[config.mk]
export PLATFORM = sky130hd
export DESIGN_NAME = vga_pixel_gen
export DESIGN_NICKNAME = d
export VERILOG_FILES = /design/src/rtl/vga_pixel_gen.sv
export SDC_FILE = /design/constraint.sdc
export NUM_CORES = 1
export LEC_CHECK = 0
export CELL_PAD_IN_SITES_DETAIL_PLACEMENT = 1
export CELL_PAD_IN_SITES_GLOBAL_PLACEMENT = 1
export CORE_ASPECT_RATIO = 1.5
export CORE_MARGIN = 5
export CORE_UTILIZATION = 42
export CTS_CLUSTER_DIAMETER = 150
export DETAILED_ROUTE_END_ITERATION = 16
export PLACE_DENSITY_LB_ADDON = 0.1
export SLEW_MARGIN = 20
export SYNTH_ARGS = -nofsm -noshare
export SYNTH_HDL_FRONTEND = slang
export SYNTH_SLANG_ARGS = --single-unit
[constraint.sdc]
create_clock -name clk -period 2.3 [get_ports clk]
set_input_delay 0.345 -clock clk [delete_from_list [all_inputs] [get_ports clk]]
set_output_delay 0.345 -clock clk [all_outputs]
set_load 0.1 [all_outputs]
[src/rtl/vga_pixel_gen.sv]
// Test-pattern pixel generator: samples the sync generator once per pixel and
// produces registered RGB plus delayed syncs. Four patterns are supported: colour
// bars, checkerboard, bouncing box and solid white. The pattern select and the box
// position only change at frame starts.
module vga_pixel_gen #(
    parameter int unsigned H_ACTIVE = 640,
    parameter int unsigned V_ACTIVE = 480,
    parameter int unsigned BOX_SIZE = 32,
    parameter int unsigned STEP     = 2
) (
    input  logic       clk,
    input  logic       reset,
    input  logic       pix_clk,
    input  logic [9:0] hcount,
    input  logic [9:0] vcount,
    input  logic       blank,
    input  logic       hsync,
    input  logic       vsync,
    input  logic [1:0] mode,
    output logic [2:0] red,
    output logic [2:0] green,
    output logic [1:0] blue,
    output logic       hsync_o,
    output logic       vsync_o,
    output logic [7:0] frame_cnt
);

    // Box limits are held in 11 bits so that pos+STEP cannot wrap.
    localparam logic [10:0] XMax = 11'(H_ACTIVE - BOX_SIZE);
    localparam logic [10:0] YMax = 11'(V_ACTIVE - BOX_SIZE);
    localparam logic [10:0] Step = 11'(STEP);
    localparam logic [10:0] Size = 11'(BOX_SIZE);

    // The forward direction is RIGHT for x and DOWN for y.
    localparam logic DirFwd  = 1'b0;
    localparam logic DirBack = 1'b1;

    typedef enum logic [1:0] {
        ModeBars    = 2'b00,
        ModeChecker = 2'b01,
        ModeBox     = 2'b10,
        ModeWhite   = 2'b11
    } mode_e;

    logic       pix_q;
    logic       pix_tick;
    logic       prev_vsync;
    logic       frame_start;
    mode_e      mode_r;
    logic [9:0] box_x, box_y;
    logic       x_dir, y_dir;
    logic [9:0] box_x_d, box_y_d;
    logic       x_dir_d, y_dir_d;
    logic [2:0] bar;
    logic       in_box;
    logic [7:0] colour;     // {red, green, blue}

    // Advances one axis of the box. The result is {next_dir, next_pos}.
    function automatic logic [10:0] bounce(input logic [9:0] pos, input logic dir,
                                           input logic [10:0] lim);
        logic [10:0] p;
        p = {1'b0, pos};
        if (dir == DirFwd) begin
            if (p + Step >= lim) return {DirBack, 10'(lim)};
            else                 return {DirFwd, 10'(p + Step)};
        end else begin
            if (p <= Step) return {DirFwd, 10'd0};
            else           return {DirBack, 10'(p - Step)};
        end
    endfunction

    assign pix_tick    = pix_clk & ~pix_q;
    assign frame_start = pix_tick & prev_vsync & ~vsync;

    // Pattern colour for the current inputs, computed from the pre-update box and mode.
    always_comb begin
        bar    = 3'(hcount / 10'd80);
        in_box = ({1'b0, hcount} >= {1'b0, box_x}) && ({1'b0, hcount} < {1'b0, box_x} + Size) &&
                 ({1'b0, vcount} >= {1'b0, box_y}) && ({1'b0, vcount} < {1'b0, box_y} + Size);
        colour = 8'h00;
        if (!blank) begin
            unique case (mode_r)
                ModeBars:    colour = {{3{bar[2]}}, {3{bar[1]}}, {2{bar[0]}}};
                ModeChecker: colour = (hcount[5] ^ vcount[5]) ? 8'hFF : 8'h00;
                ModeBox:     colour = in_box ? 8'hFF : 8'h03;
                ModeWhite:   colour = 8'hFF;
                default:     colour = 8'h00;
            endcase
        end
    end

    // Next box position and direction, applied only at frame starts.
    always_comb begin
        {x_dir_d, box_x_d} = bounce(box_x, x_dir, XMax);
        {y_dir_d, box_y_d} = bounce(box_y, y_dir, YMax);
    end

    // Pixel pipeline: RGB and syncs load together on a pixel tick and hold otherwise.
    always_ff @(posedge clk) begin
        if (reset) begin
            pix_q      <= 1'b0;
            prev_vsync <= 1'b1;
            red        <= 3'd0;
            green      <= 3'd0;
            blue       <= 2'd0;
            hsync_o    <= 1'b1;
            vsync_o    <= 1'b1;
        end else begin
            pix_q <= pix_clk;
            if (pix_tick) begin
                {red, green, blue} <= colour;
                hsync_o            <= hsync;
                vsync_o            <= vsync;
                prev_vsync         <= vsync;
            end
        end
    end

    // Per-frame state: counter, latched mode and box motion, in every mode.
    always_ff @(posedge clk) begin
        if (reset) begin
            frame_cnt <= 8'd0;
            mode_r    <= ModeBars;
            box_x     <= 10'd0;
            box_y     <= 10'd0;
            x_dir     <= DirFwd;
            y_dir     <= DirFwd;
        end else if (frame_start) begin
            frame_cnt <= frame_cnt + 8'd1;
            mode_r    <= mode_e'(mode);
            box_x     <= box_x_d;
            box_y     <= box_y_d;
            x_dir     <= x_dir_d;
            y_dir     <= y_dir_d;
        end
    end

endmodule

==> flow_summary.yaml <==
status:
  status: "finished, final reports clean"
route:
  route.antenna.remaining_nets: 0
  dr.pass1.iters: 4
  wl_per_cell_um: 18.7
  vias_per_cell: 5.97
  drcViolationCount: 0
  vias: 3685
  drtIter0Drc: 107
  wirelength_mm: 11.6
pwr:
  power_frac_clock_pct: 38.5
  sequentialPowerShare_pct: 32.7
  power_switching_share_pct: 32.8
  vdd_ir_drop_max_mv: 0.384
  p_total_mw: 2.08
  p_leak_nw: 1.69
  powerDensity_mw_per_mm2: 477
  pwr-share-comb_pct: 28.9
  p_sw_uw: 682
  p_int_mw: 1.40
final_layout:
  nNetsFinal: 576
  drive_gt1_share_pct: 16.5
  final_util_pct: 52.5
  diodes: 0
  layout.cells.non_filler: 617
  area_delta_synth_final_pct: 24.1
die:
  die_h_um: 122
  die_area_mm2: 0.0103
  initial_utilization_pct: 42.3
  ios: 46
  core_mm2: 0.00831
  fp.dieW_um: 84.7
  rows: 41
setup_path:
  reg2reg_to: "box_y[2]"
  critPathCaptureType: "flip-flop"
  cp-startpoint: "box_y[2]"
  path_class: "flip-flop to flip-flop"
  rrSetupSlack_ps: 130
  rr_worst_depth: 7
  worstPathRequired_ps: 2490
  worstPathMaxFanout: 7
  crit_arrival_ps: 2360
  cpPeakStageDelay_ps: 530
  crit_path_start_kind: "flip-flop"
  crit_top_cell: "a21oi_1"
  slowest_stage: "a21oi_1"
  timing.rr.start: "box_y[2]"
  crit_chain: "inv_1 -> ha_1 -> or4bb_1 -> o31ai_1 -> a21oi_1 -> a21oi_1 -> a221oi_1"
clock_tree:
  cts.sinks: 36
  h-tree-depth: 2
  cts_setup_buffers: 0
  cts_root_buf: "clkbuf_16"
  numCtsBuffers: 5
  cts_tree: "yes"
  clock_latency_ps: 290
  clock_path_buffers: 2
  clk_pin_slew_ps: 60
placed_design:
  numPortBuffers: 43
  placed_cells: 609
  place_ws_ps: -2.37
  gp_congestion: 0.878
  hpwl_mm: 9.26
sta:
  setup_viol: 0
  rsz0062_at_grt: "no"
  tightest_slew_ps: 657
  fin_skew_ps: 4.42
  finalCritPeriodShare_pct: 94.4
  slew_viol_final: 0
  fin_crit_ps: 2170
  setup_tns_ps: 0
  slew_headroom_pct: 56.0
  hold_viol: 0
  worst_slack_ps: 129
  max_freq_mhz: 461
synth:
  synth_cell_types: 73
  ys_seq_area_share_pct: 20.5
  ys_top_cells_by_area: "dfxtp_1 (21%), ha_1 (14%), o21ai_0 (4.3%)"
  synth_top_area_share_pct: 20.5
  async_reset_ff_share_pct: 0
  netlist_instances: 454
  yosys.area.top_type: "dfxtp_1"
  syn_avg_cell_area_um2: 7.74
  synth-simple-area-share_pct: 23.1
  synth_seq_cells: 36
  ys_warn_count: 0
  synth_top_family_by_area: "compound AO/OA/AOI/OAI gates"
  synth_compound_area_share_pct: 28.0
  synth_mux_area_share_pct: 1.74
  synth_ff_type: "dfxtp_1"
  synth_edf_count: 0
  syn_nets: 521
  synth_adder_area_share_pct: 13.9
  synth-xor-area-share_pct: 4.73
  netlist_area_mm2: 0.00351
global_route:
  grt_pass1_wl_mm: 18.9
  grt_max_degree: 31
  first_global_vias: 3882
  gr-total-overflow: 0
  antenna_found_initial: 0
  track_usage_pct: 22.7
run:
  drv_cap: 0
worst_hold_path:
  min_path_cells: 2
  hold_start: "frame_cnt[1]"
  hold_end: "frame_cnt[1]"
  hold_class: "flip-flop to flip-flop"
-- flip-flops by register name, summed over array words and instances, names as in the netlist, 2 cells and up --
signal	cells
box_x	9
box_y	9
frame_cnt	8
mode_r	2
-- kinds of logic (layout without fill, tap and decap cells) --
kind of cell,Yosys count,in the layout
mux,6,6
flops,36,36
xor+xnor,19,19
fa+ha+maj,39,39
buf+inv,64,120
compound gates,142,142
simple gates,148,148
-- power groups by stage --
stage / Clock [mW] / Combinational, mW / Sequential (mW)
after floorplan: 0 / 0.354 / 0.726
after global placement: 0 / 0.577 / 0.690
after detailed placement: 0 / 0.600 / 0.692
after CTS: 0.822 / 0.604 / 0.678
after global routing: 0.836 / 0.655 / 0.683
final: 0.799 / 0.600 / 0.680
-- repair_timing --
action	4_1_cts	5_1_grt
hold buffers	0	0
endpoints found under the setup margin	2	2
gates resized for setup	2	5
endpoints found under the hold margin	0	0
-- worst max-delay path by stage --
stage / end / cells past startpoint
finish: box_y[2] / 7
global route: red[1] / 9
CTS: green[1] / 9
detailed placement: green[1] / 9
global placement: red[1] / 6
floorplan: box_x[9] / 5
-- worst max-delay path: cells and delay by family, from the launching register on --
family,cells,cell delay (ps)
AO/OA/AOI/OAI,4,1090
flip-flops,1,480
adder cells (fa/ha/maj),1,190
AND/OR/NAND/NOR,1,190
buffers and inverters,1,100
-- cell usage in the layout, fill, tap and decap left out, types with 3 or more instances in the layout --
cell / instances
buf_4: 58
ha_1: 38
nand2_1: 36
dfxtp_1: 35
inv_1: 28
o21ai_0: 28
a21oi_1: 28
clkdlybuf4s50_1: 25
nand3_1: 21
nor2_1: 20
xnor2_1: 14
nor3_1: 13
a31oi_1: 11
nand4_1: 10
o211ai_1: 9
and3_1: 8
nand2b_1: 7
a211oi_1: 6
o22ai_1: 6
a221oi_1: 6
mux2i_1: 5
o21a_1: 5
xor2_1: 5
a21o_1: 5
clkbuf_16: 5
o21ai_1: 3
or3_1: 3
nand3b_1: 3
or4_1: 3
nor4_1: 3
nand4b_1: 3
-- per-layer routing --
| layer | wire length (um) | vias to the layer above | GRT usage (%) | share of wire (%) |
|---|---|---|---|---|
| li1 | - | 1801 | - | - |
| met1 | 4430 | 1807 | 23.1 | 38 |
| met2 | 6480 | 47 | 44.3 | 56 |
| met3 | 254 | 30 | 3.38 | 2.2 |
| met4 | 389 | 0 | 11.1 | 3.4 |
| met5 | 0 | - | 0 | 0 |
-- cells in the mapped netlist, drive strengths merged, types with 5 or more instances --
library cell / n
a211oi: 7
a21o: 5
a21oi: 28
a221oi: 6
a31oi: 11
and3: 9
buf: 16
clkbuf: 19
dfxtp: 36
ha: 39
inv: 28
mux2i: 5
nand2: 37
nand2b: 7
nand3: 22
nand4: 10
nor2: 20
nor3: 13
o211ai: 9
o21a: 5
o21ai: 31
o22ai: 6
xnor2: 14
xor2: 5
-- through the flow --
step / hold slack [ps] / area (um2)
6_report: 488 / 4360
5_1_grt: 531 / 4360
4_1_cts: 493 / 4350
3_5_place_dp: 480 / 4170
3_3_place_gp: 462 / 4170
2_1_floorplan: 462 / 3510
-- layout make-up --
cell class              instances  area (um2)
well taps                     107         134
flip-flops and latches         36         722
clock buffers                   5         125
inverters                      29         109
fillers                      1072        3950
multi-input cells             354        2540
clock inverters                 3        42.5
repair buffers                 83         686
Note: power is estimated with default switching activity, not from simulation.
